==> src/rtl/ifid_skid_reg.sv <==
// IF/ID boundary register with a two-entry skid buffer.
// ready_o decodes registered state only, so no path from ready_i.
module ifid_skid_reg #(
  parameter int              XLEN      = 32,
  parameter logic [XLEN-1:0] NOP_INSTR = 32'h00000013
) (
  input  logic            clk,
  input  logic            reset,
  input  logic [XLEN-1:0] PCF,
  input  logic [XLEN-1:0] PCPlus4F,
  input  logic [XLEN-1:0] instrF,
  input  logic            valid_i,
  output logic            ready_o,
  output logic [XLEN-1:0] PCD,
  output logic [XLEN-1:0] PCPlus4D,
  output logic [XLEN-1:0] instrD,
  output logic            valid_o,
  input  logic            ready_i,
  input  logic            flush_i
);

  typedef struct packed {
    logic [XLEN-1:0] pc;
    logic [XLEN-1:0] pc4;
    logic [XLEN-1:0] instr;
  } ent_t;

  typedef enum logic [1:0] {
    EMPTY = 2'b00,
    HALF  = 2'b01,
    FULL  = 2'b11
  } state_t;

  state_t state, state_n;
  ent_t   m_q, s_q, in_w;
  logic   push, pop;
  logic   ld_m_in, ld_m_s, ld_s;

  assign in_w = '{pc: PCF, pc4: PCPlus4F, instr: instrF};
  assign push = valid_i & ready_o;
  assign pop  = valid_o & ready_i;

  always_ff @(posedge clk or posedge reset) begin
    if (reset) state <= EMPTY;
    else       state <= state_n;
  end

  always_comb begin
    state_n = state;
    if (flush_i) begin
      state_n = EMPTY;
    end else begin
      unique case (state)
        EMPTY: if (push) state_n = HALF;
        HALF: begin
          if (push && !pop)      state_n = FULL;
          else if (!push && pop) state_n = EMPTY;
        end
        FULL:  if (pop) state_n = HALF;
        default: state_n = EMPTY;
      endcase
    end
  end

  always_comb begin
    ready_o = (state != FULL);
    valid_o = (state != EMPTY);
    ld_m_in = 1'b0;
    ld_m_s  = 1'b0;
    ld_s    = 1'b0;
    if (!flush_i) begin
      unique case (state)
        EMPTY: ld_m_in = push;
        HALF: begin
          ld_m_in = push & pop;
          ld_s    = push & ~pop;
        end
        FULL:  ld_m_s = pop;
        default: ld_m_in = 1'b0;
      endcase
    end
  end

  // Entries hold their contents unless explicitly loaded.
  always_ff @(posedge clk or posedge reset) begin
    if (reset) begin
      m_q <= '{pc: '0, pc4: '0, instr: NOP_INSTR};
      s_q <= '0;
    end else begin
      if (ld_m_in)     m_q <= in_w;
      else if (ld_m_s) m_q <= s_q;
      if (ld_s)        s_q <= in_w;
    end
  end

  assign PCD      = m_q.pc;
  assign PCPlus4D = m_q.pc4;
  assign instrD   = valid_o ? m_q.instr : NOP_INSTR;

endmodule

==> config.mk <==
export PLATFORM = sky130hd
export DESIGN_NAME = ifid_skid_reg
export DESIGN_NICKNAME = d
export VERILOG_FILES = /design/src/rtl/ifid_skid_reg.sv
export SDC_FILE = /design/constraint.sdc
export NUM_CORES = 1
export LEC_CHECK = 0
export ABC_AREA = 0
export CORE_MARGIN = 5
export CORE_UTILIZATION = 54
export CTS_CLUSTER_DIAMETER = 60
export DETAILED_ROUTE_END_ITERATION = 7
export PLACE_DENSITY = 0.94
export SETUP_SLACK_MARGIN = 0.2
export SLEW_MARGIN = 10
export SYNTH_ARGS = -nofsm -noshare
export SYNTH_HDL_FRONTEND = slang
export SYNTH_SLANG_ARGS = --single-unit
==> constraint.sdc <==
create_clock -name clk -period 13 [get_ports clk]
set_clock_uncertainty 0.05 [all_clocks]
set_input_delay 2.6 -clock clk [delete_from_list [all_inputs] [get_ports clk]]
set_output_delay 2.6 -clock clk [all_outputs]
set_load 0.01 [all_outputs]
; ---- Word-level counts from Yosys, hierarchy flattened
; Index checks and enable logic that the tools add are counted.
[classes]
muxes = 15
eq_ne = 6
bitwise_logic = 5
reduce_logical = 8
[ops]
columns = op, n
row1 = 96-bit 2-to-1 mux, 2
row2 = 32-bit 2-to-1 mux, 1
row3 = 2-bit 2-to-1 mux, 5
row4 = "3-bit inequality test, second input constant", 2
row5 = 2-bit one-hot mux with 3 select lines, 1
row6 = 1-bit 2-to-1 mux, 5
row7 = 1-bit bitwise AND, 4
row8 = "4-bit inequality test, second input constant", 1
row9 = 2-bit nonzero test, 2
row10 = 3-bit AND reduction, 1
row11 = "2-bit by 1-bit equality test with 1-bit output, second input constant", 1
row12 = "2-bit equality test, second input constant", 1
row13 = 1-bit logical AND, 2
row14 = 1-bit zero test, 2
row15 = 2-bit zero test, 1
row16 = "2-bit inequality test, second input constant", 1
row17 = 1-bit one-hot mux with 2 select lines, 1
row18 = 1-bit inverter, 1
[word_totals]
word_cells = 41
regBits = 194

; ---- Logic depth before layout (Yosys ltp)
; Gate-level depths: netlist (run 1).
[logic_depth]
depth_word = 8
mapped_depth = 9
ltp_nobuf = 6

; ---- Least setup slack after synthesis (run 1)
; No wires, ideal clock.
[synth_timing]
path_type = flip-flop to output port
startpoint = register state[0]
endpoint = output port instrD[0]
path_stages_with_launch = 6
t_arrival_ps = 1295
path_slack_ps = 9055
required_ps = 10350
path_cell_list = dfrtp_1 inv_1 ha_1 clkbuf_1 clkbuf_1 or2_2
[synth_between]
elab_chain_cells = 2
[synth_rtl]
columns = element, line
row1 = start: declaration, 34  ; state_t state, state_n;
row2 = start signal: assignment, 45  ; else state <= state_n;
row3 = 2-bit nonzero test, 67  ; valid_o = (state != EMPTY);
row4 = 32-bit 2-to-1 mux, 98  ; assign instrD = valid_o ? m_q.instr : NOP_INSTR;
row5 = end: declaration, 16  ; output logic [XLEN-1:0] instrD,
; Every way passes these cells.

; ---- Worst setup path in the final report (run 1)
[layout_timing]
startpoint = input port flush_i
endpoint = register m_q[7] (netlist bit)
[layout_between]
elab_chain_cells = 2
word_cells_on_any_way = 4
cone_classes = 3 x mux / 1 x reduce/logical
[layout_rtl]
columns = element, line
row1 = start: declaration, 19  ; input logic flush_i
row2 = 1-bit 2-to-1 mux, 71  ; if (!flush_i) begin
row3 = 96-bit 2-to-1 mux or 2-bit nonzero test (tied branches), --
row4 = end signal: assignment, 87  ; m_q <= '{pc: '0, pc4: '0, instr: NOP_INSTR};
row5 = end signal: assignment, 90  ; if (ld_m_in) m_q <= in_w;
row6 = end signal: assignment, 91  ; else if (ld_m_s) m_q <= s_q;
row7 = end: declaration, 35  ; ent_t m_q, s_q, in_w;
; Several ways; a longest one is shown, not always the timed one.
; A chain may end at the register's enable or synchronous reset.

==> metrics.md, run 1 <==
| Metric | Value |
|---|---|
| H-tree levels | `4` |
| Post-synth EDFFs | `0` |
| CTS buffer count | `17` |
| Count leader, synth | `dfrtp_1` |
| Vias in the first global route | `5748` |
| Die area | `0.0187 mm²` |
| Worst setup path start | `flush_i` |
| Setup-failing EPs final | `0` |
| Post-synth net total | `759` |
| Placed Instances | `964` |
| Total power | `2.44 mW` |
| Clock edge transition at the registers on the reported setup and hold paths | `70 ps` |
| Largest net degree at the start of global routing | `125` |
| Clk buf depth | `2` |
| Root Driver | `clkbuf_16` |
| Avg Inst Size Synth | `13.3 µm²` |
| Crit Path Max Fanout | `96` |
| Register share of total power | `43.0%` |
| FF-to-FF setup slack | `9480 ps` |
| Initial antenna violation count | `0` |
| P_sw | `0.716 mW` |
| Nets | `873` |
| Hold/Removal Path Class | `flop to flop` |
| FF+latch count, synth | `194` |
| Area after DPL | `0.0103 mm²` |
| Top cells by area, synth | `dfrtp_1, mux2_2, a22o_1, a21o_1, buf_4` |
| Post-layout worst setup margin | `7410 ps` |
| Mapped Cells | `653` |
| Hold Path Stages | `1` |
| Row cnt | `46` |
| Async set-reset flop share out of synthesis | `100%` |
| Final cell count without fillers | `996` |
| Hold_ws | `416 ps` |
| IO buf count | `198` |
| Min-delay src | `m_q[17]` |
| Tcrit/Tclk final | `43.0%` |
| Initial DRT Pass Iterations | `6` |
| # DRC | `0` |
| Yosys Warn Count | `0` |
| Comb pwr share | `35.8%` |
| Post-CTS Setup Inserts | `0` |
| Critical path arrival | `5840 ps` |
| Worst-Margin Slew | `1100 ps` |
| Cells along the critical path | `clkdlybuf4s50_1, nor3b_1, o221a_4, buf_4, nor2_4, buf_4, a21o_1` |
| Share of layout cells above drive strength 1 | `19.0%` |
| Resize count post-CTS | `0` |
| CP required | `13250 ps` |
| Clk pwr share | `21.2%` |
| Seq/Total Area, Yosys | `56.0%` |
| Reg-to-reg endpoint | `m_q[7]` |
| I/O Pins | `199` |
| Worst-Skew Late Latency | `410 ps` |
| Wire per inst | `18.4 µm` |
| P_int | `1.72 mW` |
| Dpl ws | `7020 ps` |
| RePlAce Congestion | `0.813` |
| CP Launch Type | `primary input` |
| Num Clock Sinks | `194` |
| Yosys top cell area share | `55.1%` |
| Max VDD drop | `0.0963 mV` |
| CTS tree | `done` |
| Core area | `0.0158 mm²` |
| Relative slew slack | `26.7%` |
| Fin crit period | `5590 ps` |
| Diodes inserted | `0` |
| Antenna-violating nets left | `0` |
| Chip Width | `137 µm` |
| Post-Syn Area | `0.00867 mm²` |
| Post-synth cell types | `29` |
| GR Util All Layers | `19.9%` |
| Global route overflow | `0` |
| WS Path Type | `primary input to flop` |
| Reg2Reg Depth | `7` |
| Max Cap Violations | `0` |
| Critical path capture point type | `flop` |
| Initial cell density of the core | `54.8%` |
| Sw frac | `29.4%` |
| Cts hold-fix bufs | `0` |
| DP HPWL | `12000 µm` |
| Max Fclk | `0.179 GHz` |
| Final Cell Area | `0.0109 mm²` |
| Pwr Density | `224 mW/mm²` |
| Hold Vio Cnt, Final | `0` |
| CP max stage cell | `o221a_4` |
| Die height | `137 µm` |
| RR Startpoint | `state[0]` |
| Leak | `5.20 nW` |
| Most frequent CP cell | `buf_4` |
| RSZ-0062 raised after global routing | `false` |
| Slew Limit Fails | `0` |
| Initial drt markers | `324` |
| Synth-to-layout area growth | `25.3%` |
| Setup TNS | `0 ps` |
| Primary FF master, synth | `dfrtp_1` |
| Post-Route WL | `18300 µm` |
| Fin util | `68.7%` |
| Worst hold path endpoint | `m_q[17]` |
| Status | `completed` |
| Commonest cells post-synth | `dfrtp_1, a21o_1, a22o_1, mux2_2, buf_4` |
| Largest area contributor in the netlist | `dfrtp_1` |
| Largest stage delay on the critical path | `690 ps` |
| Global-route wire length before repair | `29300 µm` |
| Drt via density | `5.53` |
| Total number of vias | `5504` |
-- registers in the layout, summed over array words and instances, names as in the netlist --
register  cells
s_q          96
PCD          32
state         2
PCPlus4D     32
m_q          32
-- routing by layer --
layer  global-route usage [%]  wire (µm)
met2                     33.9       9410
met5                        0          0
met3                     4.23        923
met4                     8.40        523
met1                     24.5       7460
-- cell families after synthesis --
group                      count (synthesis)  synth area share [%]
AOI/OAI and AO/OA                        198                  18.7
buffers and inverters                    115                  8.64
muxes                                     96                  12.5
adders and majority gates                  5                 0.721
DFF                                      194                  56.0
and+or+nand+nor                           45                  3.49
-- layout by cell type (no fill, tap or decap), drive strengths merged, types with 6 or more instances in the layout --
| master | count |
|---|---|
| buf | 6 |
| mux2 | 96 |
| nor2b | 30 |
| a22o | 96 |
| dfrtp | 191 |
| a21o | 96 |
| clkdlybuf4s50 | 198 |
| clkbuf | 20 |
| inv | 8 |
| clkinv | 8 |
-- area by class of cell --
type | count | area [µm²]
fill | 1113 | 4960
sequential | 194 | 4860
multi-input combinational | 344 | 3090
timing repair buffer | 204 | 2030
clock buffer | 20 | 467
tap | 216 | 270
clock inverter | 12 | 129
inverter | 6 | 30.0
-- worst max-delay path: cells and delay by family --
kind                   cells  cell delay (ps)
buffers and inverters      3             1560
AOI/OAI and AO/OA          2             1000
and+or+nand+nor            2              580
-- power groups by stage --
stage	clock, mW	combinational (mW)	sequential [mW]
floorplan	0	0.645	1.01
global placement	0	0.850	1.04
detailed placement	0	0.882	1.06
CTS	0.530	0.887	1.05
global route	0.556	0.943	1.08
finish	0.518	0.873	1.05
-- how the worst max path moves through the flow --
stage,to,slack [ps]
detailed placement,m_q[7],7020
global route,m_q[13],7270
CTS,PCPlus4D[18],7460
floorplan,PCD[0],5070
finish,m_q[7],7410
global placement,m_q[2],7090
Note: power is estimated with default switching activity, not from simulation.
==> inputs of run 2 (changes only) <==
- CORE_UTILIZATION: 54 -> 50
- PLACE_DENSITY: 0.94 -> 0.89
- clock period: 13 -> 5.79 ns (I/O delays scaled with it)
==> run 2 against run 1 <==
  * Critical path depth fell by 2
  * Combinational power rose by 130%
  * Clock-buffer cell count is 3 lower
  * Power rose by 120%
==> metrics.md, run 2 (synthesized netlist as in run 1, its figures left out) <==
| Metric | Value |
|---|---|
| Status | `completed` |
| I/O Pins | `199 (unchanged)` |
| GR Util All Layers | `19.2% (-0.68 points)` |
| # DRC | `0 (unchanged)` |
| Worst-Skew Late Latency | `420 ps (about the same)` |
| Global route overflow | `0 (unchanged)` |
| Relative slew slack | `27.4% (+0.73 points)` |
| Clock edge transition at the registers on the reported setup and hold paths | `70 ps (about the same)` |
| Root Driver | `clkbuf_16` |
| Die height | `142 µm (+3.6%)` |
| Post-Route WL | `18900 µm (+3.4%)` |
| Max Fclk | `0.266 GHz` |
| CTS buffer count | `17 (unchanged)` |
| Post-CTS Setup Inserts | `0 (unchanged)` |
| Most frequent cells in the layout | `clkdlybuf4s50_1, dfrtp_1, mux2_2, a22o_1, a21o_1` |
| Fin crit period | `3760 ps` |
| Num Clock Sinks | `194 (unchanged)` |
| Leak | `5.18 nW (-0.38%)` |
| CP required | `4580 ps (-8670 ps)` |
| Pwr Density | `502 mW/mm² (+120%)` |
| Slew Limit Fails | `0 (unchanged)` |
| Die area | `0.0201 mm² (+7.4%)` |
| CP Launch Type | `flop` |
| Vias in the first global route | `5945 (+3.4%)` |
| P_int | `3.81 mW (+120%)` |
| WS Path Type | `flop to output port` |
| Initial antenna violation count | `0 (unchanged)` |
| IO buf count | `198 (unchanged)` |
| Flip-flop count of the largest register after layout | `96 (unchanged)` |
| Register with the most flip-flops | `s_q` |
| Drt via density | `5.54 (+0.18%)` |
| Sw frac | `30.4% (+0.99 points)` |
| Max VDD drop | `0.241 mV (+150%)` |
| Crit Path Max Fanout | `25 (-74%)` |
| Global-route wire length before repair | `30600 µm (+4.5%)` |
| Hold/Removal Path Class | `flop to flop` |
| Synth-to-layout area growth | `25.5%` |
| Row cnt | `48 (+4.3%)` |
| Critical path capture point type | `output port` |
| RSZ-0062 raised after global routing | `false` |
| Chip Width | `142 µm (+3.6%)` |
| Share of layout cells above drive strength 1 | `19.2% (+0.21 points)` |
| Nets | `875 (+0.23%)` |
| CTS tree | `done` |
| Antenna-violating nets left | `0 (unchanged)` |
| Wire per inst | `18.8 µm (+2.3%)` |
| Clk pwr share | `20.9% (-0.3 points)` |
| Worst-Margin Slew | `1090 ps (-13.5 ps)` |
| P_sw | `1.66 mW (+130%)` |
| Total number of vias | `5575 (+1.3%)` |
| Setup-failing EPs final | `0 (unchanged)` |
| Initial cell density of the core | `50.5% (-4.3 points)` |
| Fin util | `63.4% (-5.3 points)` |
| Largest net degree at the start of global routing | `166 (+33%)` |
| Register share of total power | `43.1% (about the same)` |
| RePlAce Congestion | `0.743 (-8.6%)` |
| Diodes inserted | `0 (unchanged)` |
| Clk buf depth | `2 (unchanged)` |
| Hold Vio Cnt, Final | `0 (unchanged)` |
| DP HPWL | `12400 µm (+3.2%)` |
| Max Cap Violations | `0 (unchanged)` |
| Comb pwr share | `36.0% (+0.2 points)` |
| H-tree levels | `4 (unchanged)` |
| Initial drt markers | `314 (-3.1%)` |
| Setup TNS | `0 ps (unchanged)` |
| Core area | `0.0172 mm² (+8.5%)` |
| Critical path arrival | `2550 ps (-3290 ps)` |
| Tcrit/Tclk final | `64.9%` |
| Initial DRT Pass Iterations | `4 (-2)` |
| Most common cell after layout, fill and taps aside | `clkdlybuf4s50_1` |
| Cts hold-fix bufs | `0 (unchanged)` |
| Resize count post-CTS | `0 (unchanged)` |
run 2: changes by cell type in the layout (fill, tap and decap cells not counted), sizes merged:
| cell | before | now |
|---|---|---|
| clkinv | 8 | 4 |
| clkinvlp | 0 | 5 |
| bufinv | 2 | 1 |
| buf | 6 | 8 |
| inv | 8 | 11 |
| clkbuf | 20 | 17 |
run 2: final timing paths:
| check | start | endpoint | slack [ps] | cells after the start |
|---|---|---|---|---|
| worst min register to register | m_q[9] | m_q[9] | 420 | 1 |
| max in group asynchronous | reset | s_q[87] | 3230 | 3 |
| min in group asynchronous | reset | PCD[26] | 1150 | 2 |
| worst max register to register | state[0] | PCPlus4D[12] | 2410 | 7 |
| worst max-delay path | state[0] | instrD[4] | 2030 | 5 |
| worst min-delay path | m_q[9] | m_q[9] | 420 | 1 |
run 2: metal layers:
| metal | wire length [µm] | global-route usage, % | up-vias |
|---|---|---|---|
| li1 | - | - | 2527 |
| met1 | 7800 | 23.8 | 2846 |
| met2 | 9570 | 32.5 | 166 |
| met3 | 998 | 4.68 | 36 |
| met5 | 0 | 0 | - |
| met4 | 583 | 7.32 | 0 |
run 2: stage by stage:
step	cells	hold WS, ps	setup WS, ps	area (µm²)	power (mW)
finish	1007	418	2030	10900	5.46
global route	1007	438	1900	10900	5.79
CTS	1007	423	1990	10900	5.53
detailed placement	975	407	1670	10300	4.37
global placement	975	401	1730	10300	4.26
floorplan	653	391	2080	8680	3.72
run 2: layout make-up:
class | instances | area [µm²]
Multi-Input combinational cell | 344 | 3090
Sequential cell | 194 | 4860
Clock inverter | 15 | 151
Tap cell | 225 | 282
Fill cell | 1335 | 6290
Clock buffer | 17 | 425
Timing Repair Buffer | 206 | 2050
Inverter | 6 | 26.3
run 2: critical path, cell delays in order, from the launching register on:
cell             delay [ps]
dfrtp_1                 400
inv_1                   140
ha_1                    460
buf_4                   400
or2_2                   180
clkdlybuf4s50_1         540
run 2: power groups by stage:
stage	Sequential [mW]	Combinational [mW]	Clock, mW
2_1_floorplan	2.27	1.45	0
3_3_place_gp	2.34	1.92	0
3_5_place_dp	2.38	1.99	0
4_1_cts	2.36	2.00	1.17
5_1_grt	2.44	2.12	1.23
6_report	2.35	1.97	1.14
==> inputs of run 3 (changes only) <==
- clock period: 5.79 -> 3.8 ns (I/O delays scaled with it)
==> run 3 against run 2 <==
  * Clock-buffer cell count did not move
  * Combinational power grew 53%
  * Die area is the same
  * Worst setup slack worse by 1400 ps
  * Final cell count increased by 0.89%
  * Critical path depth did not move
  * Sequential share of layout area decreased by 0.41 points
  * Via count is 0.77% higher
  * Worst hold slack is essentially flat
  * Register-to-register slack got worse by 1400 ps
  * Largest power group unchanged
==> metrics.md, run 3 (synthesized netlist as in run 1, its figures left out) <==
| Metric | Value |
|---|---|
| Status | `completed` |
| CP required | `2990 ps (-1590 ps)` |
| Dpl ws | `624 ps (-1050 ps)` |
| Row cnt | `48 (unchanged)` |
| I/O Pins | `199 (unchanged)` |
| Top Usage Layer GRT | `met2` |
| Total power | `8.35 mW (+53%)` |
| Root Driver | `clkbuf_16` |
| Relative slew slack | `22.3% (-5.1 points)` |
| Chip Width | `142 µm (unchanged)` |
| Fill count | `1292 (-3.2%)` |
| Max Cap Violations | `0 (unchanged)` |
| CTS buffer count | `17 (unchanged)` |
| Leak | `5.24 nW (+1.2%)` |
| FF-to-FF setup slack | `1050 ps (-1360 ps)` |
| DP HPWL | `12700 µm (+2.3%)` |
| Worst-Skew Late Latency | `430 ps (about the same)` |
| CP max stage cell | `clkdlybuf4s50_1` |
| Initial antenna violation count | `0 (unchanged)` |
| Post-CTS Setup Inserts | `0 (unchanged)` |
| Critical path arrival | `2380 ps (-170 ps)` |
| Global route overflow | `0 (unchanged)` |
| Max VDD drop | `0.443 mV (+84%)` |
| CTS tree | `done` |
| Initial DRT Pass Iterations | `4 (unchanged)` |
| Post-layout worst setup margin | `609 ps (-1420 ps)` |
| Most frequent cells in the layout | `clkdlybuf4s50_1, dfrtp_1, mux2_2, a22o_1, a21o_1` |
| Synth-to-layout area growth | `26.6%` |
| Reg2Reg Depth | `7 (unchanged)` |
| GR Util All Layers | `18.9% (-0.25 points)` |
| Largest net degree at the start of global routing | `97 (-42%)` |
| Core area | `0.0172 mm² (unchanged)` |
| Slew Limit Fails | `0 (unchanged)` |
| H-tree levels | `4 (unchanged)` |
| Initial drt markers | `270 (-14%)` |
| RePlAce Congestion | `0.767 (+3.2%)` |
| Met3 GRT Util | `3.81% (-0.88 points)` |
| Largest stage delay on the critical path | `530 ps (about the same)` |
| Clock edge transition at the registers on the reported setup and hold paths | `80 ps (about the same)` |
| Nets | `884 (+1.0%)` |
| Area after DPL | `0.0104 mm² (+0.90%)` |
| Die height | `142 µm (unchanged)` |
| Setup-failing EPs final | `0 (unchanged)` |
| Critical path capture point type | `output port` |
| GR Util met2 | `32.6% (+0.075 points)` |
| WS Path Type | `flop to output port` |
| Reg area | `0.00486 mm² (unchanged)` |
| Total number of vias | `5618 (+0.77%)` |
| Fin crit period | `3190 ps` |
| Initial cell density of the core | `50.5% (unchanged)` |
| Fin util | `64.0% (+0.58 points)` |
| Register with the most flip-flops | `s_q` |
| Antenna-violating nets left | `0 (unchanged)` |
| Die area | `0.0201 mm² (unchanged)` |
| Most common cell after layout, fill and taps aside | `clkdlybuf4s50_1` |
| Flip-flop count of the largest register after layout | `96 (unchanged)` |
| Hold Path Stages | `1 (unchanged)` |
| CP Launch Type | `flop` |
| Wire per inst | `18.6 µm (-0.94%)` |
| Tcrit/Tclk final | `84.0%` |
| Area of the multi-input gates | `0.00309 mm² (unchanged)` |
| Vias in the first global route | `5838 (-1.8%)` |
| Pwr Density | `760 mW/mm² (+51%)` |
| Final Cell Area | `0.0110 mm² (+0.92%)` |
| # DRC | `0 (unchanged)` |
| Global-route wire length before repair | `30400 µm (-0.63%)` |
| Post-Route WL | `18900 µm (about the same)` |
| Hold Vio Cnt, Final | `0 (unchanged)` |
| Share of layout cells above drive strength 1 | `20.1% (+0.92 points)` |
| Cts hold-fix bufs | `0 (unchanged)` |
| IO buf count | `198 (unchanged)` |
| Setup TNS | `0 ps (unchanged)` |
| Hold/Removal Path Class | `flop to flop` |
| Resize count post-CTS | `0 (unchanged)` |
| Max Fclk | `0.313 GHz` |
| Diodes inserted | `0 (unchanged)` |
| Cells along the critical path | `inv_1, ha_1, buf_4, or2_2, clkdlybuf4s50_1` |
| Clk buf depth | `2 (unchanged)` |
| Num Clock Sinks | `194 (unchanged)` |
| Drt via density | `5.53 (-0.12%)` |
| RSZ-0062 raised after global routing | `false` |
| Met1 Track Usage GR | `23.8% (about the same)` |
| Worst-Margin Slew | `1170 ps (+78.8 ps)` |
| Crit Path Max Fanout | `31 (+24%)` |
run 3: cell count changes in the layout (fill, tap and decap cells not counted), moves of 2 or more:
cell / delta
buf_12: +2
buf_4: +7
clkinv_8: +3
clkinvlp_4: -4
inv_6: +5
run 3: critical path, delay by kind of cell, from the launching register on:
family                   cells  cell delay, ps
flip-flops                   1             410
adder cells (fa/ha/maj)      1             310
AND/OR/NAND/NOR              1             180
buffers and inverters        3            1030
run 3: final cells by class:
| type | count | area share (%) |
|---|---|---|
| inverters | 6 | 0.239 |
| flip-flops and latches | 194 | 44.2 |
| repair buffers | 215 | 19.5 |
| well taps | 225 | 2.56 |
| multi-input cells | 344 | 28.1 |
| clock inverters | 15 | 1.45 |
| clock buffers | 17 | 3.87 |
run 3: power breakdown:
part | internal [mW] | switching (mW)
clock network | 0.883 | 0.870
logic | 1.83 | 1.18
registers | 3.07 | 0.515
run 3: per-stage QoR:
step           cells  hold slack, ps
2_1_floorplan    653             391
3_3_place_gp     984             400
3_5_place_dp     984             407
4_1_cts         1016             423
5_1_grt         1016             436
6_report        1016             418
run 3: path summary, 6_finish.rpt:
kind,endpoint,start
max in group asynchronous,PCD[31],reset
worst min register to register,m_q[2],m_q[2]
min in group asynchronous,PCD[20],reset
worst max-delay path,instrD[1],state[0]
worst min-delay path,m_q[2],m_q[2]
worst max register to register,PCD[0],state[0]
run 3: per-layer routing:
metal / wire length (µm) / vias up
li1: - / 2558
met1: 7900 / 2886
met2: 9690 / 144
met3: 921 / 30
met4: 430 / 0
met5: 0 / -
